`src/rtl/kr580_mem_arb.sv`:
```
// Single-port RAM arbiter between the KR580 CPU and the video fetcher: one slot per clock, video first, CPU starvation bounded by VMAX.
// Optional stall statistics counter enabled by defining KR580_ARB_STATS_EN.
//
// state    | meaning
// ---------+-------------------------------------------------------------
// GS_IDLE  | nobody owns the slot; CPU address on the bus, no write
// GS_CPU   | CPU owns the slot (locked=1); its write, if any, lands now
// GS_VID   | video owns the slot (vgnt=1); vaddr drives the RAM
module kr580_mem_arb #(
    parameter int VMAX = 4,
    parameter int AW   = 16
) (
    input  logic          clock,
    input  logic          reset_n,
    input  logic          cpu_req,
    input  logic [AW-1:0] cpu_address,
    input  logic          cpu_we,
    input  logic [7:0]    cpu_out,
    output logic [7:0]    cpu_in,
    output logic          locked,
    input  logic          vreq,
    input  logic [AW-1:0] vaddr,
    output logic          vgnt,
    output logic          vvalid,
    output logic [7:0]    vdata,
    output logic [AW-1:0] mem_address,
    output logic          mem_we,
    output logic [7:0]    mem_out,
    input  logic [7:0]    mem_in
`ifdef KR580_ARB_STATS_EN
    ,
    output logic [15:0]   stall_cnt,
    input  logic          stall_clr
`endif
);

    typedef enum logic [1:0] {
        GS_IDLE = 2'd0,
        GS_CPU  = 2'd1,
        GS_VID  = 2'd2
    } gs_t;

    localparam logic [3:0] VMAX_C = 4'(VMAX);

    gs_t        r_gs;
    logic [3:0] r_vrun;
    logic       r_vpend;
    logic       r_vvalid;
    logic [7:0] r_vdata;

    logic       w_vid_win;
    logic       w_vrun_sat;

    // Video keeps the slot unless the CPU is waiting and the run budget is spent.
    assign w_vid_win  = vreq && !(cpu_req && (r_vrun == VMAX_C));
    assign w_vrun_sat = (r_vrun >= VMAX_C);

    always_ff @(posedge clock or negedge reset_n) begin
        if (!reset_n) begin
            r_gs     <= GS_IDLE;
            r_vrun   <= 4'd0;
            r_vpend  <= 1'b0;
            r_vvalid <= 1'b0;
            r_vdata  <= 8'h00;
        end else begin
            if (w_vid_win) begin
                r_gs   <= GS_VID;
                r_vrun <= w_vrun_sat ? VMAX_C : (r_vrun + 4'd1);
            end else if (cpu_req) begin
                r_gs   <= GS_CPU;
                r_vrun <= 4'd0;
            end else begin
                r_gs   <= GS_IDLE;
                r_vrun <= 4'd0;
            end
            // RAM output lags the address by one clock, so capture one clock after the grant.
            r_vpend  <= (r_gs == GS_VID);
            r_vvalid <= r_vpend;
            if (r_vpend) begin
                r_vdata <= mem_in;
            end
        end
    end

    assign locked      = (r_gs == GS_CPU);
    assign vgnt        = (r_gs == GS_VID);
    assign mem_address = vgnt ? vaddr : cpu_address;
    assign mem_we      = locked & cpu_we;
    assign mem_out     = cpu_out;
    assign cpu_in      = mem_in;
    assign vvalid      = r_vvalid;
    assign vdata       = r_vdata;

`ifdef KR580_ARB_STATS_EN
    logic [15:0] r_stall_cnt;

    always_ff @(posedge clock or negedge reset_n) begin
        if (!reset_n) begin
            r_stall_cnt <= 16'h0000;
        end else if (stall_clr) begin
            r_stall_cnt <= 16'h0000;
        end else if (cpu_req && !locked && (r_stall_cnt != 16'hFFFF)) begin
            r_stall_cnt <= r_stall_cnt + 16'd1;
        end
    end

    assign stall_cnt = r_stall_cnt;
`endif

endmodule

```
`config.mk`:
```
export PLATFORM = sky130hd
export DESIGN_NAME = kr580_mem_arb
export DESIGN_NICKNAME = d
export VERILOG_FILES = /design/src/rtl/kr580_mem_arb.sv
export SDC_FILE = /design/constraint.sdc
export NUM_CORES = 1
export LEC_CHECK = 0
export BUFFER_PORTS_ARGS = -buffer_cell sky130_fd_sc_hd__buf_2
export CAP_MARGIN = 20
export CELL_PAD_IN_SITES_DETAIL_PLACEMENT = 0
export CELL_PAD_IN_SITES_GLOBAL_PLACEMENT = 2
export CORE_UTILIZATION = 17
export CTS_BUF_LIST = sky130_fd_sc_hd__clkbuf_8
export CTS_CLUSTER_SIZE = 25
export DETAILED_ROUTE_END_ITERATION = 6
export PLACE_DENSITY = 0.8
export SKIP_CTS_REPAIR_TIMING = 1
export SLEW_MARGIN = 10
export SYNTH_ARGS = -nofsm -noshare
export SYNTH_HDL_FRONTEND = slang
export SYNTH_SLANG_ARGS = --single-unit
```
`constraint.sdc`:
```
create_clock -name clock -period 1.18 [get_ports clock]
set_clock_uncertainty 0.1 [all_clocks]
set_input_delay 0.118 -clock clock [delete_from_list [all_inputs] [get_ports clock]]
set_output_delay 0.118 -clock clock [all_outputs]
set_load 0.01 [all_outputs]
```
After elaboration in Yosys (flattened, before gate mapping) --
Index checks and enable logic that the tools add are counted.
Storage, ports and cells: bits in registers 16, latch bits 0, RAM bits 0, ROM bits 0, bits of input ports 53, output and inout port bits 44, logic and storage cells 19, memories 0
Operators by class: add/subtract/negate cells 1, $mul 0, div/mod/pow operators 0, magnitude comparators 1, eq/ne operators 3, shift-type cells 0, muxes and demuxes 5, bitwise operators 1, reduce and logical (&&, ||, !) cells 3
Operators by type and width (number):
- two-way mux 16 bit | 1
- two-way mux 4 bit | 2
- adder 4 x 1 -> 4 bit (second input constant) | 1
- == test 4 x 3 -> 1 bit (second input constant) | 1
- >= comparator 4 x 3 -> 1 bit (second input constant) | 1
- == test 2 x 1 -> 1 bit (second input constant) | 1
- == test 2 bit (second input constant) | 1
- logical AND 1 bit | 2
- two-way mux 2 bit | 1
- bitwise AND 1 bit | 1
- zero test 1 bit | 1
- two-way mux 1 bit | 1

Logic depth before layout (Yosys ltp) --
Gate-level depths: netlist of run 1.
depth after elaboration 5, gate-level depth with buffers 4

Least setup slack after synthesis of run 1 --
No wires, ideal clock.
kind flip-flop to output port, start reg r_gs[0], end out mem_address[0], arrival time 1.075 ns, data required time 0.962 ns, setup slack -0.113 ns, stages on the path, launching flop included 5, buffers on the path 2, cell sequence dfrtp_1 nor2b_4 buf_6 buf_12 mux2_4
On the way: cells in the longest elaborated chain, start to end 2
Ends and longest elaborated chain:
- from (decl) | line 45 | gs_t r_gs;
- from (signal assigned) | line 60 | r_gs <= GS_IDLE;
- from (signal assigned) | line 67 | r_gs <= GS_VID;
- from (signal assigned) | line 70 | r_gs <= GS_CPU;
- == test 2 bit | line 86 | assign vgnt = (r_gs == GS_VID);
- via vgnt | line 23 | output logic vgnt,
- two-way mux 16 bit | line 87 | assign mem_address = vgnt ? vaddr : cpu_address;
- to (decl) | line 26 | output logic [AW-1:0] mem_address,
The timed path passes the listed nets, and every way through them passes these cells.

Final worst setup path of run 1 --
start reg r_gs[0], end out mem_address[13]
On the way: cells in the longest elaborated chain, start to end 2
Ends and longest elaborated chain (line):
- == test 2 bit | 86
- two-way mux 16 bit | 87
Every way passes these cells.

==> metrics.txt, run 1 <==
worst setup margin -0.4791 ns; hold path cells 2; Core ar. about 5500 um2; ANT nets after route 0; final setup vio count 19; WHS Endpoint r_gs[0]; Num CTS Buffers 3; RSZ-0062 raised after global routing true; flops & latches, synth 16; Min Clock Period, post-route 1.659 ns; Pwr per Cell Area 1041 nW/um2; DRC viols 0; hold path start vreq; Compound-Gate Fraction of Synth Area 1.783%; post-synth design cell area 982.2 um2; Die H between 70 and 80 um; fin. max-slew vios 0; via/cell ratio between 3 and 4; via count 788; Total GRT Usage 7.192%; mux cell area share after synthesis 30.96%; Num Clock Sinks 16; Reg2Reg Depth 4; total number of H-tree levels 1; minimum setup slack after placement -0.2182 ns; crit end category primary output; violated checks setup timing; max cap viols 0; post-synthesis cell type count 19; worst reg2reg path startpoint r_vrun[0]; CP startpoint kind register; # port buffers 80; CP max stage delay 0.41 ns; CP cell instances nor2b_4, buf_12, mux2_2, buf_2; Syn Inst Count 75; CP max FO 18; Max Clk Rate 0.6027 GHz; width of the die 78.01 um; gr ovfl total 0; Synth Area in Adders 2.548%; maximum vdd drop between 500 and 600 uV; Core Util, Final 26.76%; area delta synth->final 50.96%; simple-gate share of the synthesized area 6.879%; CP startpoint r_gs[0]; Tcrit/Tclk final 140.6%; CTS clock-pin slew for the worst setup and hold paths 0.06 ns; worst min path class primary input to register; Fin. Hold Viols 0; largest net degree at the start of global routing 19; I/O pin total 97; CP max stage cell dfrtp_1; clock buffer depth 2; Crit path max-delay family flip-flops; Initial Util 17.73%; row count 27; Antenna diodes 0; YS warnings 0; worst path required time 0.96 ns; reg2reg end r_gs[1]; vias in the first global route 768; Net Count, Synth 130; Bufs and invs on worst path 2; Leakage approximately 0.77 nW; Clock Latency Late Sink 0.24 ns; TritonCTS clock tree built; Nets roughly 200; first-iteration detailed-routing DRC count 7; layout cell share with drive strength beyond 1 78.87%; Avg Cell Area, Syn 13.10 um2; status finished with violations; Routed WL approximately 2.2 mm; Crit Path Class register to primary output; Final Power 1.544 mW; first-pass iteration count of the detailed router 2; first-pass GRT wire length 3.381 mm; root buf cell clkbuf_8; initial antenna violation count 0; Routed wire per std cell 10.47 um; post-synthesis sequential area ratio 40.76%; R2R setup slack 0.06 ns; arrival time at the worst endpoint 1.44 ns; XOR/XNOR share of the synthesized area 0%; largest family of logic cells by synthesized area multiplexers; GPL Wtd Cong 0.7599; Die Area 6086 um2
[routing by layer]
layer	wire (um)	track usage (%)
met2	1173	13.89
met3	255	3.256
met1	811	7.041
met4	0	1.296
met5	0	0
[flip-flops by register name, indices dropped and copies added (netlist names)]
register and flops:
vdata 8, vvalid 1, r_vpend 1, r_vrun 4, r_gs 2
[cell usage in the layout (no fill, tap or decap)]
cell           count
buf_2             69
dfrtp_1           16
mux2_2            14
buf_6             11
mux2_4            10
clkbuf_8           3
inv_1              2
and3_1             2
ha_1               2
buf_12             2
nor2b_4            1
nand4b_1           1
and2_1             1
nand3b_1           1
a21boi_0           1
o311a_1            1
nor2_1             1
and2b_2            1
and2_4             1
dlygate4sd3_1      1
conb_1             1
[Yosys cell counts, drive strengths merged]
library cell,n,area share [%]
a21boi,1,0.76
inv,2,0.76
nor2,1,0.38
dfrtp,16,41
and3,2,1.3
o311a,1,1.0
mux2,24,31
and2b,1,0.89
nand4b,1,0.89
conb,1,0.38
nand3b,1,0.76
ha,2,2.5
and2,2,1.3
buf,19,16
nor2b,1,1.4
[area by class of cell]
class / count / area, um2
multi-input combinational: 38 / 424.2
sequential: 16 / 400.4
fill: 585 / 4058
clock buffer: 3 / 41.29
timing repair buffer: 83 / 519.2
inverter: 2 / 7.507
tap: 72 / 90.09
[stage by stage]
step                      setup TNS, ns  cells  cell area (um2)  hold WS, ns
after detailed placement         -3.043    210             1356     -0.03700
after floorplan                  -1.123     75            982.2      -0.2776
after global routing             -8.478    214             1483     0.009665
after CTS                        -7.914    213             1398      -0.3067
final                            -7.559    214             1483     0.009410
after global placement           -2.836    210             1356     -0.03890
[where the power goes]
group	leakage [nW]	total, mW	switching (mW)	internal [mW]
clock network	0.0216	0.395	0.170	0.226
registers	0.195	0.639	0.0294	0.610
logic	0.558	0.509	0.204	0.305
[cell families after synthesis]
logic type	after synthesis
buf+inv	21
flops	16
compound gates	2
fa+ha+maj	2
other cells	1
mux	24
simple gates	9
[worst max path at each step]
stage                           end  slack, ns  depth (start not counted)
floorplan            mem_address[0]      -0.11                          4
global placement    mem_address[11]      -0.20                          4
detailed placement  mem_address[14]      -0.22                          4
CTS                 mem_address[14]      -0.50                          4
global route        mem_address[11]      -0.53                          4
finish              mem_address[13]      -0.48                          4
No activity file was read; power rests on OpenSTA's default activity.
==> run 2, diff against run 1 <==
--- a/config.mk
+++ b/config.mk
@@ -19,3 +19,4 @@
 export SYNTH_ARGS = -nofsm -noshare
 export SYNTH_HDL_FRONTEND = slang
 export SYNTH_SLANG_ARGS = --single-unit
+export TNS_END_PERCENT = 5
==> metrics.txt, run 2 (synthesis results as in run 1) <==
status finished with violations; violated checks setup timing; via/cell ratio 3.682 (unchanged); largest net degree at the start of global routing 19 (unchanged); ANT nets after route 0 (unchanged); hold path start vreq; Crit Path Class register to primary output; Core ar. 5540 um2 (unchanged); minimum setup slack after placement -0.2182 ns (unchanged); Tcrit/Tclk final 140.6% (unchanged); Routed WL 2.240 mm (unchanged); crit end category primary output; Fin. Hold Viols 0 (unchanged); arrival time at the worst endpoint 1.44 ns (about the same); WHS Endpoint r_gs[0]; Clock Latency Late Sink 0.24 ns (about the same); R2R setup slack 0.06 ns (about the same); worst path required time 0.96 ns (about the same); layout cell share with drive strength beyond 1 78.87% (unchanged); vias in the first global route 768 (unchanged); GPL Wtd Cong 0.7599 (unchanged); max cap viols 0 (unchanged); CP max FO 18 (unchanged); first-iteration detailed-routing DRC count 7 (unchanged); Non-Filler Instances 214 (unchanged); I/O pin total 97 (unchanged); worst reg2reg path startpoint r_vrun[0]; maximum vdd drop 523.9 uV (unchanged); Leakage 0.7739 nW (unchanged); total number of H-tree levels 1 (unchanged); first-pass GRT wire length 3.381 mm (unchanged); Placed Instances 210 (unchanged); CP startpoint kind register; worst setup margin -0.4791 ns (unchanged); fin. max-slew vios 0 (unchanged); Final Instance Area 1483 um2 (unchanged); WHS 0.009410 ns (unchanged); Total GRT Usage 7.192% (unchanged); width of the die 78.01 um (unchanged); Num CTS Buffers 3 (unchanged); commonest non-fill, non-tap cells in the layout 69 x buf_2, 16 x dfrtp_1, 14 x mux2_2; clock buffer depth 2 (unchanged); Max Clk Rate 0.6027 GHz (unchanged); Antenna diodes 0 (unchanged); first-pass iteration count of the detailed router 2 (unchanged); Die Area 6086 um2 (unchanged); Largest register FFs 8 (unchanged); via count 788 (unchanged); TritonCTS clock tree built; root buf cell clkbuf_8; # port buffers 80 (unchanged); DP Area 1356 um2 (unchanged); worst min path class primary input to register; CTS clock-pin slew for the worst setup and hold paths 0.06 ns (about the same); Final Power 1.544 mW (unchanged); area delta synth->final 50.96% (unchanged); gr ovfl total 0 (unchanged); DRC viols 0 (unchanged); Reg2Reg Depth 4 (unchanged); Nets 199 (unchanged); most common cell after layout, fill and taps aside buf_2; initial antenna violation count 0 (unchanged); final setup vio count 19 (unchanged); row count 27 (unchanged); Pwr per Cell Area 1041 nW/um2 (unchanged); hold path cells 2 (unchanged); Num Clock Sinks 16 (unchanged); Routed wire per std cell 10.47 um (unchanged); Initial Util 17.73% (unchanged); Die H 78.01 um (unchanged); reg2reg end r_gs[1]; Min Clock Period, post-route 1.659 ns (unchanged); RSZ-0062 raised after global routing true
[run 2: cell counts in the layout (fill, tap and decap cells not counted)]
Identical to the previous run, type by type.
[run 2: per-stage QoR]
stage,util (%),TNS [ns]
3_5_place_dp,24.48,-3.043
3_3_place_gp,24.48,-2.836
5_1_grt,26.76,-8.478
2_1_floorplan,-,-1.123
6_report,26.76,-7.559
4_1_cts,25.23,-7.914
[run 2: power breakdown]
part | total, mW | switching, mW | leakage (nW) | internal, mW
Combinational | 0.509 | 0.204 | 0.558 | 0.305
Clock | 0.395 | 0.170 | 0.0216 | 0.226
Sequential | 0.639 | 0.0294 | 0.195 | 0.610
Total | 1.54 | 0.403 | 0.774 | 1.14
[run 2: layout make-up]
cell class              count  area, um2
clock buffers               3      41.29
well taps                  72      90.09
multi-input cells          38      424.2
inverters                   2      7.507
flip-flops and latches     16      400.4
repair buffers             83      519.2
fillers                   585       4058
[run 2: critical path, cell delays in order, from the launching register on]
cell	delay, ns
dfrtp_1	0.41
nor2b_4	0.14
buf_12	0.17
mux2_2	0.34
buf_2	0.14
[run 2: worst max-delay path by stage]
| stage | from | cells after the start | slack, ns | end |
|---|---|---|---|---|
| final | r_gs[0] | 4 | -0.48 | mem_address[13] |
| after global routing | r_gs[0] | 4 | -0.53 | mem_address[11] |
| after CTS | r_gs[0] | 4 | -0.50 | mem_address[14] |
| after global placement | r_gs[0] | 4 | -0.20 | mem_address[11] |
| after floorplan | r_gs[0] | 4 | -0.11 | mem_address[0] |
| after detailed placement | r_gs[0] | 4 | -0.22 | mem_address[14] |
[run 2: metal layers]
| metal | part of all wire, % | global-route usage, % | vias up |
|---|---|---|---|
| li1 | - | - | 370 |
| met1 | 36 | 7.041 | 363 |
| met3 | 11 | 3.256 | 0 |
| met5 | 0 | 0 | - |
| met4 | 0 | 1.296 | 0 |
| met2 | 52 | 13.89 | 55 |
